==> config.mk <==
export PLATFORM = sky130hd
export DESIGN_NAME = fifo_wr_arbiter
export DESIGN_NICKNAME = d
export VERILOG_FILES = /design/src/rtl/fifo_wr_arbiter_pkg.sv /design/src/rtl/fifo_wr_arbiter_rr_picker.sv /design/src/rtl/fifo_wr_arbiter.sv
export SDC_FILE = /design/constraint.sdc
export NUM_CORES = 1
export LEC_CHECK = 0
export CORE_MARGIN = 2
export CORE_UTILIZATION = 36
export CTS_CLUSTER_DIAMETER = 80
export CTS_CLUSTER_SIZE = 28
export DETAILED_ROUTE_END_ITERATION = 10
export HOLD_SLACK_MARGIN = 0.15
export PLACE_DENSITY_LB_ADDON = 0.2
export SYNTH_ARGS = -nofsm -noshare
export SYNTH_HDL_FRONTEND = slang
export SYNTH_SLANG_ARGS = --single-unit
export TNS_END_PERCENT = 50
==> constraint.sdc <==
create_clock -name clk -period 2.55 [get_ports clk]
set_input_delay 0.51 -clock clk [delete_from_list [all_inputs] [get_ports clk]]
set_output_delay 0.51 -clock clk [all_outputs]
set_load 0.01 [all_outputs]
==> src/rtl/fifo_wr_arbiter_pkg.sv <==
// Shared types and width helpers for the FIFO write-port arbiter.
// Widths are computed from the instantiating module's parameters.
package fifo_arb_pkg;

    typedef enum logic {
        IDLE  = 1'b0,
        GRANT = 1'b1
    } arb_state_t;

    // GNT_W: width of a requester index.
    function automatic int gnt_w(input int n_req);
        return (n_req > 1) ? $clog2(n_req) : 1;
    endfunction

    // CNT_W: width of a burst counter that must be able to hold MAX_BURST.
    function automatic int cnt_w(input int max_burst);
        return $clog2(max_burst + 1);
    endfunction

endpackage

==> src/rtl/fifo_wr_arbiter_rr_picker.sv <==
// Combinational round-robin search: the first eligible requester at or after
// the start pointer, wrapping modulo N_REQ.
module rr_picker
    import fifo_arb_pkg::*;
#(
    parameter int N_REQ = 4
) (
    input  logic [N_REQ-1:0]         req,
    input  logic [$clog2(N_REQ)-1:0] start,
    input  logic [N_REQ-1:0]         mask,
    output logic                     found,
    output logic [$clog2(N_REQ)-1:0] idx
);
    localparam int GNT_W = gnt_w(N_REQ);
    localparam logic [GNT_W:0] N_VAL = (GNT_W + 1)'(N_REQ);

    logic [N_REQ-1:0] eligible;
    logic [GNT_W:0]   sum_arr [N_REQ];
    logic [GNT_W-1:0] pos_arr [N_REQ];

    assign eligible = req & ~mask;

    // pos_arr[k] is the requester index k steps after start; start < N_REQ so
    // one conditional subtract is enough for the wrap.
    generate
        for (genvar gi = 0; gi < N_REQ; gi++) begin : g_pos
            assign sum_arr[gi] = {1'b0, start} + (GNT_W + 1)'(gi);
            assign pos_arr[gi] = (sum_arr[gi] >= N_VAL) ? GNT_W'(sum_arr[gi] - N_VAL)
                                                        : sum_arr[gi][GNT_W-1:0];
        end
    endgenerate

    // Scan from the farthest offset down so the nearest eligible one wins.
    always_comb begin
        found = 1'b0;
        idx   = '0;
        for (int k = N_REQ - 1; k >= 0; k--) begin
            if (eligible[pos_arr[k]]) begin
                found = 1'b1;
                idx   = pos_arr[k];
            end
        end
    end

endmodule

==> src/rtl/fifo_wr_arbiter.sv <==
// Round-robin arbiter sharing one FIFO write port among N_REQ valid/ready
// requesters, with bursts capped at MAX_BURST words per grant.
module fifo_wr_arbiter
    import fifo_arb_pkg::*;
#(
    parameter int DATA_WIDTH = 8,
    parameter int N_REQ      = 4,
    parameter int MAX_BURST  = 8
) (
    input  logic                        clk,
    input  logic                        rst,
    input  logic [N_REQ-1:0]            req_valid,
    input  logic [N_REQ*DATA_WIDTH-1:0] req_data,
    output logic [N_REQ-1:0]            req_ready,
    input  logic                        fifo_full,
    output logic                        fifo_wr_en,
    output logic [DATA_WIDTH-1:0]       fifo_wr_data,
    output logic [$clog2(N_REQ)-1:0]    grant_id,
    output logic                        busy
);
    localparam int GNT_W = gnt_w(N_REQ);
    localparam int CNT_W = cnt_w(MAX_BURST);
    localparam logic [CNT_W-1:0] LAST_CNT = CNT_W'(MAX_BURST - 1);
    localparam logic [GNT_W-1:0] LAST_ID  = GNT_W'(N_REQ - 1);

    arb_state_t       state_reg;
    logic [GNT_W-1:0] grant_id_reg;
    logic [GNT_W-1:0] rr_ptr_reg;
    logic [CNT_W-1:0] burst_cnt_reg;

    logic [DATA_WIDTH-1:0] word_arr [N_REQ];
    logic [N_REQ-1:0]      grant_onehot;

    generate
        for (genvar gi = 0; gi < N_REQ; gi++) begin : g_req
            assign word_arr[gi]     = req_data[gi*DATA_WIDTH +: DATA_WIDTH];
            assign grant_onehot[gi] = (grant_id_reg == GNT_W'(gi));
        end
    endgenerate

    logic             in_grant;
    logic             holder_valid;
    logic             transfer;
    logic             last_word;
    logic             drop;
    logic             release_now;
    logic [GNT_W-1:0] next_ptr;
    logic [GNT_W-1:0] pick_start;
    logic [N_REQ-1:0] pick_mask;
    logic             pick_found;
    logic [GNT_W-1:0] pick_idx;

    assign in_grant     = (state_reg == GRANT);
    assign holder_valid = |(req_valid & grant_onehot);
    // Gating with rst keeps the reset cycle itself free of writes.
    assign transfer     = in_grant && holder_valid && !fifo_full && !rst;
    assign last_word    = transfer && (burst_cnt_reg == LAST_CNT);
    assign drop         = in_grant && !holder_valid;
    assign release_now  = last_word || drop;

    assign next_ptr   = (grant_id_reg == LAST_ID) ? '0 : grant_id_reg + GNT_W'(1);
    assign pick_start = in_grant ? next_ptr : rr_ptr_reg;
    // A holder that dropped valid is excluded; one that finished a full burst
    // may be re-picked if nobody else is waiting.
    assign pick_mask  = drop ? grant_onehot : '0;

    rr_picker #(
        .N_REQ(N_REQ)
    ) u_picker (
        .req   (req_valid),
        .start (pick_start),
        .mask  (pick_mask),
        .found (pick_found),
        .idx   (pick_idx)
    );

    always_ff @(posedge clk) begin
        if (rst) begin
            state_reg     <= IDLE;
            grant_id_reg  <= '0;
            rr_ptr_reg    <= '0;
            burst_cnt_reg <= '0;
        end else begin
            case (state_reg)
                IDLE: begin
                    if (pick_found) begin
                        state_reg     <= GRANT;
                        grant_id_reg  <= pick_idx;
                        burst_cnt_reg <= '0;
                    end
                end
                GRANT: begin
                    if (release_now) begin
                        rr_ptr_reg    <= next_ptr;
                        burst_cnt_reg <= '0;
                        if (pick_found) begin
                            grant_id_reg <= pick_idx;
                        end else begin
                            state_reg <= IDLE;
                        end
                    end else if (transfer) begin
                        burst_cnt_reg <= burst_cnt_reg + CNT_W'(1);
                    end
                end
                default: state_reg <= IDLE;
            endcase
        end
    end

    assign req_ready    = (in_grant && !fifo_full && !rst) ? grant_onehot : '0;
    assign fifo_wr_en   = transfer;
    assign fifo_wr_data = in_grant ? word_arr[grant_id_reg] : '0;
    assign grant_id     = grant_id_reg;
    assign busy         = in_grant;

endmodule

==> results.sh <==
export IMPL_status="finished, final reports clean"
export IMPL_yosysWarnings=0
export IMPL_critical_path_cell_chain="clkdlybuf4s50_1 -> mux4_2 -> and2_1 -> clkdlybuf4s50_1"
export IMPL_place_ws_ns=-0.0000593
export IMPL_power_uw=563
export IMPL_path_buf_inv=2
export IMPL_drc=0
export IMPL_cp_max_fo=1
export IMPL_avgRoutedWirePerCell_um=13.6
export IMPL_ios=55
export IMPL_critPathKind="input port to output pin"
export IMPL_firstDrtPassIters=4
export IMPL_multi_input_comb_area_um2=644
export IMPL_max_slew_worst_pin_slew_ns=0.427
export IMPL_synthToLayoutAreaGrowth_pct=83.6
export IMPL_postCtsSetupBuffers=0
export IMPL_grt_pass1_wl_mm=3.91
export IMPL_clock_skew_ns=0.00258
export IMPL_initial_core_util_pct=38.3
export IMPL_min_path_type="flip-flop to flip-flop"
export IMPL_layout_area_seq_um2=181
export IMPL_ys_seq_area_share_pct=21.3
export IMPL_fp_dieW_um=52.5
export IMPL_rsz0062_at_grt="false"
export IMPL_layout_common_cells="clkdlybuf4s50_1, and2_1, buf_4"
export IMPL_p_sw_share_pct=29.3
export IMPL_ys_ff_latch=9
export IMPL_syn_nets=137
export IMPL_yosysTopAreaCell="dfxtp_1"
export IMPL_critical_path_top_delay_family="buffers and inverters"
export IMPL_syn_inst=93
export IMPL_vias=967
export IMPL_fin_ws_ns=0.0368
export IMPL_slew_headroom_pct=71.4
export IMPL_clockPowerShare_pct=19.0
export IMPL_leakage_uw=0.000699
export IMPL_grtUsageTotal_pct=19.0
export IMPL_cp_arrival_ns=2.00
export IMPL_layout_commonest_cell="clkdlybuf4s50_1"
export IMPL_gr_total_overflow=0
export IMPL_muxShareOfSynthArea_pct=26.1
export IMPL_final_max_slew_viol_count=0
export IMPL_port_buffers=54
export IMPL_num_rows=17
export IMPL_largest_reg_flops=4
export IMPL_intPower_uw=398
export IMPL_synth_ff_type="dfxtp_1"
export IMPL_grt_max_degree=17
export IMPL_synth_top_family_by_area="simple AND/OR/NAND/NOR gates"
export IMPL_cts_buffers=3
export IMPL_hold_violations=0
export IMPL_cap_violations=0
export IMPL_synth_top_cell_area_share_pct=21.3
export IMPL_drive_above_1_share_pct=16.5
export IMPL_critPathMostFrequentCell="clkdlybuf4s50_1"
export IMPL_clkTransAtPathRegs_ns=0.06
export IMPL_cts_root_buf="clkbuf_4"
export IMPL_netSwitchingPower_uw=165
export IMPL_drtIter0Drc=9
export IMPL_power_density_nw_per_um2=362
export IMPL_fill_cells=182
export IMPL_pwr_share_comb_pct=52.0
export IMPL_grt_pass1_vias=938
export IMPL_die_h_um=52.5
export IMPL_fmax_ghz=0.398
export IMPL_fin_crit_sh_pct=98.6
export IMPL_synth_edf_count=0
export IMPL_nets=203
export IMPL_syn_cell_area_um2=847
export IMPL_cts_tree="yes"
export IMPL_core_area_um2=2210
export IMPL_viasPerCell=5.20
export IMPL_routed_wl_mm=2.52
export IMPL_antenna_found_initial=0
export IMPL_hpwl_mm=2.13
export IMPL_synth_distinct_cells=31
export IMPL_htree_levels=1
export IMPL_num_antenna_cells=0
export IMPL_synth_avg_cell_area_um2=9.11
export IMPL_synth_xor_area_share_pct=0
export IMPL_cpPeakStageDelay_ns=0.48
export IMPL_critPathRequiredTime_ns=2.04
export IMPL_cts_num_sinks=9
export IMPL_cts_buffer_depth=2
export IMPL_synthTopCellsByArea="dfxtp_1, mux4_2, and2_1, ha_1, nor2_1"
export IMPL_ctsHoldBuffers=0
export IMPL_synth_fa_ha_area_share_pct=7.39
export IMPL_sequentialPowerShare_pct=29.0
export IMPL_cp_slowest_cell="clkdlybuf4s50_1"
export IMPL_critPathCaptureType="output pin"
export IMPL_period_minus_slack_ns=2.51
export IMPL_dieArea_um2=2760
export IMPL_ir_worst_vdd_mv=0.327
export IMPL_clkLatencyLatePin_ns=0.25
export IMPL_async_flop_share_pct=0
export IMPL_start_kind="input port"
export IMPL_ant_nets=0
export IMPL_gp_congestion=0.774
export IMPL_synthSimpleGateAreaFrac_pct=26.7
export IMPL_setup_viol=0
export IMPL_synth_compound_area_share_pct=15.1
==> power by group through the flow <==
stage | combinational (uW) | clock, uW | sequential (uW)
after floorplan | 143 | 0 | 163
after global placement | 289 | 0 | 165
after detailed placement | 296 | 0 | 166
after CTS | 297 | 112 | 163
after global routing | 316 | 121 | 164
final | 292 | 107 | 163
==> cells in the mapped netlist, types with 3 or more instances <==
library cell	n
nand2_1	6
nor2_1	10
o21ai_0	3
dfxtp_1	9
ha_1	5
mux4_2	8
mux2i_1	3
clkbuf_1	3
and2_1	12
a21oi_1	4
==> final timing paths <==
kind | slack (ns) | cells after the start | endpoint | start
setup / recovery | 0.04 | 4 | fifo_wr_data[5] | req_data[29]
hold / removal | 0.47 | 2 | rr_ptr_reg[0] | rr_ptr_reg[0]
setup reg to reg | 0.53 | 7 | burst_cnt_reg[0] | grant_id[0]
hold reg to reg | 0.47 | 2 | rr_ptr_reg[0] | rr_ptr_reg[0]
==> worst register-to-register path, stage by stage (launching register included) <==
cell and delay, ns:
dfxtp_2 0.42, inv_1 0.10, ha_1 0.22, a22o_1 0.22
o21ai_1 0.32, o21ai_1 0.15, or4_1 0.40, a21oi_1 0.13
==> final cells by class <==
class,count,area share (%)
repair buffers,66,42.5
multi-input cells,77,41.4
flip-flops and latches,9,11.7
well taps,28,2.25
clock buffers,4,1.69
inverters,2,0.483
==> per-layer routing <==
| layer | part of all wire (%) | up-vias | GRT usage (%) | wire length, um |
|---|---|---|---|---|
| met1 | 40 | 445 | 20.1 | 1010 |
| met3 | 13 | 0 | 6.86 | 316 |
| met5 | 0 | - | 0 | 0 |
| met4 | 0 | 0 | 2.56 | 0 |
| met2 | 48 | 41 | 36.0 | 1200 |
| li1 | - | 481 | - | - |
==> stage by stage <==
stage | area, um2 | utilization, % | hold slack (ns) | cells | setup TNS, ns
2_1_floorplan | 847 | - | 0.431 | 93 | 0
3_3_place_gp | 1500 | 68.0 | 0.449 | 182 | 0
3_5_place_dp | 1500 | 68.0 | 0.461 | 182 | -0.0000593
4_1_cts | 1530 | 69.2 | 0.473 | 186 | 0
5_1_grt | 1560 | 70.3 | 0.500 | 186 | 0
6_report | 1560 | 70.3 | 0.475 | 186 | 0
==> what timing repair did <==
| action | CTS | global route |
|---|---|---|
| gates cloned | 0 | 0 |
| resized for setup | 1 | 8 |
| pin swaps | 0 | 1 |
| setup endpoints to repair | 9 | 8 |
==> cell families after synthesis <==
family          after synthesis
mux                          12
simple gates                 40
fa+ha+maj                     5
compound gates               20
flops                         9
buf+inv                       7
Power figures use the tool's default switching activity.
